**config.mk**
```make
export PLATFORM = sky130hd
export DESIGN_NAME = execute_pipe_unit
export DESIGN_NICKNAME = d
export VERILOG_FILES = /design/src/rtl/execute_pipe_unit.sv
export SDC_FILE = /design/constraint.sdc
export NUM_CORES = 1
export LEC_CHECK = 0
export CAP_MARGIN = 0
export CORE_ASPECT_RATIO = 2
export CORE_MARGIN = 5
export CORE_UTILIZATION = 60
export DETAILED_ROUTE_END_ITERATION = 7
export PLACE_DENSITY = 0.84
export SLEW_MARGIN = 40
export SYNTH_ARGS = -nofsm -noshare
export SYNTH_HDL_FRONTEND = slang
export SYNTH_SLANG_ARGS = --single-unit
```
**constraint.sdc**
```tcl
create_clock -name CLK -period 5.8 [get_ports CLK]
set_input_delay 1.45 -clock CLK [delete_from_list [all_inputs] [get_ports CLK]]
set_output_delay 1.45 -clock CLK [all_outputs]
set_load 0.01 [all_outputs]
```
**src/rtl/execute_pipe_unit.sv**
```systemverilog
// Execute stage: single-cycle ALU behind a valid/ready output register, with an
// optional iterative shift-add multiplier compiled in when EXEC_MUL_EN is defined.
module execute_pipe_unit #(
  parameter int DATA_W = 32,
  parameter int SH_W   = $clog2(DATA_W)
) (
  input  logic              CLK,
  input  logic              RST,
  input  logic              in_valid,
  output logic              in_ready,
  input  logic [4:0]        alu_ctr,
  input  logic [DATA_W-1:0] op_a,
  input  logic [DATA_W-1:0] op_b,
  input  logic [SH_W-1:0]   shamt,
  input  logic              branch_in,
  input  logic              jump_in,
  output logic              out_valid,
  input  logic              out_ready,
  output logic [DATA_W-1:0] result,
  output logic              zero,
  output logic              v,
  output logic              c_out,
  output logic              illegal,
  output logic              branch_reg,
  output logic              jump_reg,
  output logic              taken
);
  localparam int LUI_SH = (DATA_W >= 16) ? DATA_W - 16 : 0;
  localparam logic [4:0] OP_ADD = 5'd0,  OP_SUB = 5'd1,  OP_AND = 5'd2,  OP_OR  = 5'd3;
  localparam logic [4:0] OP_XOR = 5'd4,  OP_NOR = 5'd5,  OP_SLT = 5'd6,  OP_SLTU = 5'd7;
  localparam logic [4:0] OP_SLL = 5'd8,  OP_SRL = 5'd9,  OP_SRA = 5'd10, OP_LUI = 5'd11;

`ifdef EXEC_MUL_EN
  localparam logic [4:0] OP_MUL = 5'd12;
  localparam logic [SH_W-1:0] CNT_LAST = SH_W'(DATA_W - 1);
  typedef enum logic [1:0] {S_IDLE, S_FULL, S_MUL} state_t;
  logic [DATA_W-1:0] mcand_q, mcand_d, mplier_q, mplier_d, acc_q, acc_d;
  logic [SH_W-1:0]   cnt_q, cnt_d;
  logic              is_mul;
  assign is_mul = (alu_ctr == OP_MUL);
`else
  typedef enum logic [1:0] {S_IDLE, S_FULL} state_t;
`endif

  state_t            state_q, state_d;
  logic [DATA_W-1:0] result_q, result_d;
  logic              zero_q, zero_d, v_q, v_d, c_q, c_d, ill_q, ill_d;
  logic              branch_q, branch_d, jump_q, jump_d;
  logic [DATA_W:0]   add_full, sub_full;
  logic [DATA_W-1:0] alu_res;
  logic              alu_v, alu_c, alu_ill, accept;

  assign add_full = {1'b0, op_a} + {1'b0, op_b};
  // a + ~b + 1: the carry out is the inverted borrow
  assign sub_full = {1'b0, op_a} + {1'b0, ~op_b} + {{DATA_W{1'b0}}, 1'b1};

  always_comb begin
    alu_res = '0;
    alu_v   = 1'b0;
    alu_c   = 1'b0;
    alu_ill = 1'b0;
    case (alu_ctr)
      OP_ADD: begin
        alu_res = add_full[DATA_W-1:0];
        alu_c   = add_full[DATA_W];
        alu_v   = (op_a[DATA_W-1] == op_b[DATA_W-1]) && (add_full[DATA_W-1] != op_a[DATA_W-1]);
      end
      OP_SUB: begin
        alu_res = sub_full[DATA_W-1:0];
        alu_c   = sub_full[DATA_W];
        alu_v   = (op_a[DATA_W-1] != op_b[DATA_W-1]) && (sub_full[DATA_W-1] != op_a[DATA_W-1]);
      end
      OP_AND:  alu_res = op_a & op_b;
      OP_OR:   alu_res = op_a | op_b;
      OP_XOR:  alu_res = op_a ^ op_b;
      OP_NOR:  alu_res = ~(op_a | op_b);
      OP_SLT:  alu_res = {{(DATA_W-1){1'b0}}, ($signed(op_a) < $signed(op_b))};
      OP_SLTU: alu_res = {{(DATA_W-1){1'b0}}, (op_a < op_b)};
      OP_SLL:  alu_res = op_a << shamt;
      OP_SRL:  alu_res = op_a >> shamt;
      OP_SRA:  alu_res = $signed(op_a) >>> shamt;
      OP_LUI:  alu_res = op_b << LUI_SH;
`ifdef EXEC_MUL_EN
      OP_MUL:  alu_res = '0;
`endif
      default: alu_ill = 1'b1;
    endcase
  end

  assign in_ready = !RST && ((state_q == S_IDLE) || ((state_q == S_FULL) && out_ready));
  assign accept   = in_valid && in_ready;

  always_comb begin
    state_d  = state_q;
    result_d = result_q;
    zero_d   = zero_q;
    v_d      = v_q;
    c_d      = c_q;
    ill_d    = ill_q;
    branch_d = branch_q;
    jump_d   = jump_q;
`ifdef EXEC_MUL_EN
    mcand_d  = mcand_q;
    mplier_d = mplier_q;
    acc_d    = acc_q;
    cnt_d    = cnt_q;
`endif
    if (accept) begin
      branch_d = branch_in;
      jump_d   = jump_in;
`ifdef EXEC_MUL_EN
      if (is_mul) begin
        state_d  = S_MUL;
        mcand_d  = op_a;
        mplier_d = op_b;
        acc_d    = '0;
        cnt_d    = '0;
      end else
`endif
      begin
        state_d  = S_FULL;
        result_d = alu_res;
        zero_d   = (alu_res == '0);
        v_d      = alu_v;
        c_d      = alu_c;
        ill_d    = alu_ill;
      end
    end else if ((state_q == S_FULL) && out_ready) begin
      state_d = S_IDLE;
    end
`ifdef EXEC_MUL_EN
    else if (state_q == S_MUL) begin
      acc_d    = mplier_q[0] ? (acc_q + mcand_q) : acc_q;
      mcand_d  = mcand_q << 1;
      mplier_d = mplier_q >> 1;
      cnt_d    = cnt_q + SH_W'(1);
      if (cnt_q == CNT_LAST) begin
        state_d  = S_FULL;
        result_d = acc_d;
        zero_d   = (acc_d == '0);
        v_d      = 1'b0;
        c_d      = 1'b0;
        ill_d    = 1'b0;
      end
    end
`endif
  end

  always_ff @(posedge CLK) begin
    if (RST) begin
      state_q  <= S_IDLE;
      result_q <= '0;
      zero_q   <= 1'b0;
      v_q      <= 1'b0;
      c_q      <= 1'b0;
      ill_q    <= 1'b0;
      branch_q <= 1'b0;
      jump_q   <= 1'b0;
`ifdef EXEC_MUL_EN
      mcand_q  <= '0;
      mplier_q <= '0;
      acc_q    <= '0;
      cnt_q    <= '0;
`endif
    end else begin
      state_q  <= state_d;
      result_q <= result_d;
      zero_q   <= zero_d;
      v_q      <= v_d;
      c_q      <= c_d;
      ill_q    <= ill_d;
      branch_q <= branch_d;
      jump_q   <= jump_d;
`ifdef EXEC_MUL_EN
      mcand_q  <= mcand_d;
      mplier_q <= mplier_d;
      acc_q    <= acc_d;
      cnt_q    <= cnt_d;
`endif
    end
  end

  assign out_valid  = (state_q == S_FULL);
  assign result     = result_q;
  assign zero       = zero_q;
  assign v          = v_q;
  assign c_out      = c_q;
  assign illegal    = ill_q;
  assign branch_reg = branch_q;
  assign jump_reg   = jump_q;
  assign taken      = jump_q | (branch_q & zero_q);
endmodule

```
==> metrics.txt, run 1 <==
outcome aborted with a tool error; Failed at global routing; First Err [ERROR GRT-0116] Global routing finished with congestion. Check the congestion regions in the DRC Viewer.; largest net degree at the start of global routing 47; Synth Instances 1,644; Yosys reg bits 39; syn nets 1,823; Root Buffer clkbuf_16; gpl congestion 1.276; first-pass GRT wire length 96,010 um; # port buffers 120; starting density of the core 60.70%; FP Rows 72; Distinct cells, synth 88; Yosys warnings 0; chip height 208.0 um; Post-CTS Setup Bufs 0; die width 109.0 um; gr usage total 56.06%; post-synthesis sequential area ratio 6.640%; XOR/XNOR Fraction of Synth Area 0.9684%; post-synthesis mux area share 16.98%; cell taking the most area after synthesis ha_1; cell area after synthesis 0.01176 mm^2; clock buffers created by TritonCTS 5; main area contributors after synthesis ha_1, mux4_2, mux2i_1; Post-Synth Adder-Cell Area 10.66%; Compound-Gate Fraction of Synth Area 34.53%; CTS Sinks 39; HPWL Detailed 48,760 um; H-tree depth 2; Post-Synth Simple-Gate Area 21.84%; I/O pin cnt 121; syn avg cell area 7.152 um^2; Post-synth EDFFs 0; cts repair resizes 0; grt ovf 3; largest family of logic cells by synthesized area compound AO/OA/AOI/OAI gates; vias in the first global route 16,170; Async S/R FF share, synth 0%; Clock Path Buffers 2; Synth top area share 10.32%; prevailing post-synth register cell dfxtp_1; Hold-fix buffers, CTS 0
==> logic make-up after synthesis <==
kind of cell	after synthesis
multiplexers	146
XOR/XNOR	13
buffers and inverters	243
adder cells (fa/ha/maj)	99
AND/OR/NAND/NOR	533
AO/OA/AOI/OAI	571
flip-flops	39
==> through the flow <==
step	setup slack, ns	util, %	instance area, um^2	instances
2_1_floorplan	0.9119	-	11760	1644
3_3_place_gp	0.06907	71.98	13940	2046
4_1_cts	0.2903	72.91	14120	2054
3_5_place_dp	0.009635	72.01	13950	2046
==> cell usage after synthesis (21+ instances only) <==
master	n
nand3_1	29
a21oi_1	115
o21ai_0	68
nand2b_1	21
a22o_1	29
a31oi_1	23
a21o_1	21
ha_1	97
dfxtp_1	39
a211oi_1	25
o22ai_1	26
nor2_1	141
mux4_2	41
nand2_1	165
inv_1	95
o211ai_1	32
a22oi_1	32
clkbuf_1	96
buf_2	28
nor3_1	40
mux2i_1	87
==> routing by layer <==
layer  GRT overflow  GRT usage (%)
met5              0          4.378
met4              1          60.85
met3              0          25.87
met2              2          80.40
met1              0          54.93
==> inputs of run 2 (changes only) <==
- CORE_ASPECT_RATIO: 2 -> default
- CORE_UTILIZATION: 60 -> 40
- PLACE_DENSITY: 0.84 -> default
- PLACE_DENSITY_LB_ADDON: default -> 0.15
==> metrics.txt, run 2 <==
outcome complete, no violations (was aborted with a tool error); syn avg cell area 7.152 um^2 (unchanged); metal2 WL 27,820 um; Reg area 780.7 um^2; Wirelength per Cell 29.69 um; Synth Instances 1,644 (unchanged); largest net degree at the start of global routing 60; starting density of the core 40.74% (was 60.70%); Buf/Inv on CP 2; final hold vios 0; Distinct cells, synth 88 (unchanged); post-synthesis sequential area ratio 6.640% (unchanged); power per cell area 129.4 mW/mm^2; f_max 179.9 MHz; DP Cell Count 2,217 (was 2,046); required time worst endpoint 6.03 ns; Max VDD drop 0.1012 mV; top-count cell post-synth nand2_1 (unchanged); Slew @ Worst Pin 0.8909 ns; cell area after synthesis 0.01176 mm^2 (unchanged); number of remaining DRC errors 0; gr usage total 38.18%; TritonCTS clock tree done; area grow syn2layout 24.52%; Finished Layout Cells 2,227; kind of critical path in -> reg; chip height 181.4 um (was 208.0 um); top routing layer in use met5; DRT iter0 DRCs 2,051; type of origin of the critical path primary input; max_cap viols 0; most frequent cells in the layout buf_4, nand2_1, nor2_1, clkdlybuf4s50_1, a21oi_1; Core Util, Final 50.73%; prevailing post-synth register cell dfxtp_1 (unchanged); Async S/R FF share, synth 0% (unchanged); Yosys warnings 0 (unchanged); final setup fails 0; Top delay family on crit path simple AND/OR/NAND/NOR gates; Clock Path Buffers 2 (unchanged); Setup crit start op_a[0]; crit path max fanout 3; gpl congestion 1.088 (was 1.276); Worst-Skew Late Latency 0.29 ns; FP Rows 62 (was 72); Post-CTS Setup Bufs 0 (unchanged); HPWL Detailed 54,140 um (was 48,760 um); multi-input logic area 0.01003 mm^2; WL met3 7371 um; relative slew slack 39.85%; DRT antenna net count 0; share of cells above drive strength 1 17.54%; clock buffers created by TritonCTS 5 (unchanged); vias in the first global route 14,130; main area contributors after synthesis ha_1, mux4_2, mux2i_1 (unchanged); Slew Limit Fails 0; cell taking the most area after synthesis ha_1 (unchanged); min Tclk post-route 5.558 ns; first-pass GRT wire length 96,390 um; Hold-fix buffers, CTS 0 (unchanged); fill count 2,999; initial antenna violation count 2; worst-case clock skew 0.005961 ns; crit-path cells clkdlybuf4s50_1 > inv_1 > ha_1 > fa_1 > o21ba_1 > or4_1 > a21bo_2 > a31oi_1 > a31oi_1 > or4_4 > or4_4 > nor4_2 > nand4b_1 > nor4_2 > a41o_1; RSZ-0062 raised after global routing false; R2R Path End zero$_SDFFE_PP0P_; Synth top area share 10.32% (unchanged); Post-Route M1 WL 27,170 um; CP max-delay cell or4_4; commonest cells in the synthesized netlist nand2_1, nor2_1, a21oi_1 (unchanged); CP peak stage delay 0.56 ns; H-tree depth 2 (unchanged); Final #Nets 2,020; Largest register FFs 32; Yosys reg bits 39 (unchanged); Worst R2R Path Depth 11; I/O pin cnt 121 (unchanged); R2R Path Start state_q[0]$_SDFFE_PP0P_; Leak 6.196 nW; floorplan core area 0.02886 mm^2; detail-routed via count per cell 6.770; # port buffers 120 (unchanged); clock-pin slew on the worst setup and hold paths 0.06 ns; Post-synth EDFFs 0 (unchanged); via count 15,080; r2r setup slk 2.11 ns; die width 181.4 um (was 109.0 um); crit path DAT 5.79 ns; CTS Sinks 39 (unchanged); final period utilization 95.83%; wirelength, routed 66,120 um; critical path capture point type flip-flop; Pre-antenna DRT Iters 6; Root Buffer clkbuf_16 (unchanged); CP Depth 15; commonest non-fill, non-tap cell in the layout buf_4; Die ar. 0.03292 mm^2; Hold Path Class reg -> reg; grt ovf 0; Worst Setup EP zero$_SDFFE_PP0P_; syn nets 1,823 (unchanged)
[run 2: cell counts after synthesis]
No cell type changed its count.
[run 2: layer usage]
| layer | GRT usage (%) | vias up |
|---|---|---|
| met4 | 16.30 | 4 |
| met1 | 52.46 | 7242 |
| met2 | 57.46 | 992 |
| met3 | 8.683 | 194 |
| li1 | - | 6644 |
| met5 | 0 | - |
[run 2: how the worst min path moves through the flow]
stage	to	slack, ns	cells past startpoint	startpoint
floorplan	result[12]$_SDFFE_PP0P_	0.47	2	result[12]$_SDFFE_PP0P_
global placement	result[31]$_SDFFE_PP0P_	0.44	2	result[31]$_SDFFE_PP0P_
detailed placement	result[30]$_SDFFE_PP0P_	0.44	2	result[30]$_SDFFE_PP0P_
CTS	result[30]$_SDFFE_PP0P_	0.46	2	result[30]$_SDFFE_PP0P_
global route	result[30]$_SDFFE_PP0P_	0.49	2	result[30]$_SDFFE_PP0P_
finish	result[25]$_SDFFE_PP0P_	0.45	2	result[25]$_SDFFE_PP0P_
[run 2: logic make-up (layout without fill, tap and decap cells)]
family	count (synthesis)	in the layout	synth area share, %
compound gates	571	571	34.53
simple gates	533	533	21.84
buf+inv	243	441	8.375
mux	146	146	16.98
fa+ha+maj	99	99	10.66
flops	39	39	6.640
xor+xnor	13	13	0.9684
other cells	0	1	0
[run 2: repair_timing]
item / CTS / global route
gates resized for setup: 0 / 2
hold endpoints to repair: 0 / 0
setup endpoints to repair: 0 / 1
[run 2: per-stage QoR]
stage | setup TNS, ns | total power [mW] | worst slack (ns) | hold WS, ns | cell area [um^2]
after floorplan | 0 | 1.006 | 0.9119 | 0.4666 | 11760
after CTS | 0 | 1.853 | 0.2318 | 0.4570 | 14620
final | 0 | 1.894 | 0.2419 | 0.4538 | 14640
after global placement | 0 | 1.569 | 0.02859 | 0.4379 | 14460
after detailed placement | -0.07114 | 1.571 | -0.07114 | 0.4438 | 14480
after global routing | 0 | 1.979 | 0.04481 | 0.4863 | 14640
[run 2: worst min-delay path: cells and delay by family, from the launching register on]
kind	cells	cell delay, ns
AO/OA/AOI/OAI	1	0.05
AND/OR/NAND/NOR	1	0.05
flip-flops	1	0.32
[run 2: cell type report]
class,instances,area share [%]
Multi-Input combinational cell,1362,68.53
Tap cell,384,3.282
Timing Repair Buffer,333,19.28
Inverter,100,2.564
Clock buffer,5,0.8546
Sequential cell,39,5.333
Clock inverter,3,0.1367
Antenna cell,1,0.01709
[run 2: power breakdown]
| part | switching (mW) | leakage [nW] | internal, mW | total, mW |
|---|---|---|---|---|
| combinational | 0.802 | 5.81 | 0.531 | 1.33 |
| sequential | 0.00609 | 0.317 | 0.279 | 0.286 |
| clock | 0.117 | 0.0658 | 0.158 | 0.275 |
Note: power is estimated with default switching activity, not from simulation.
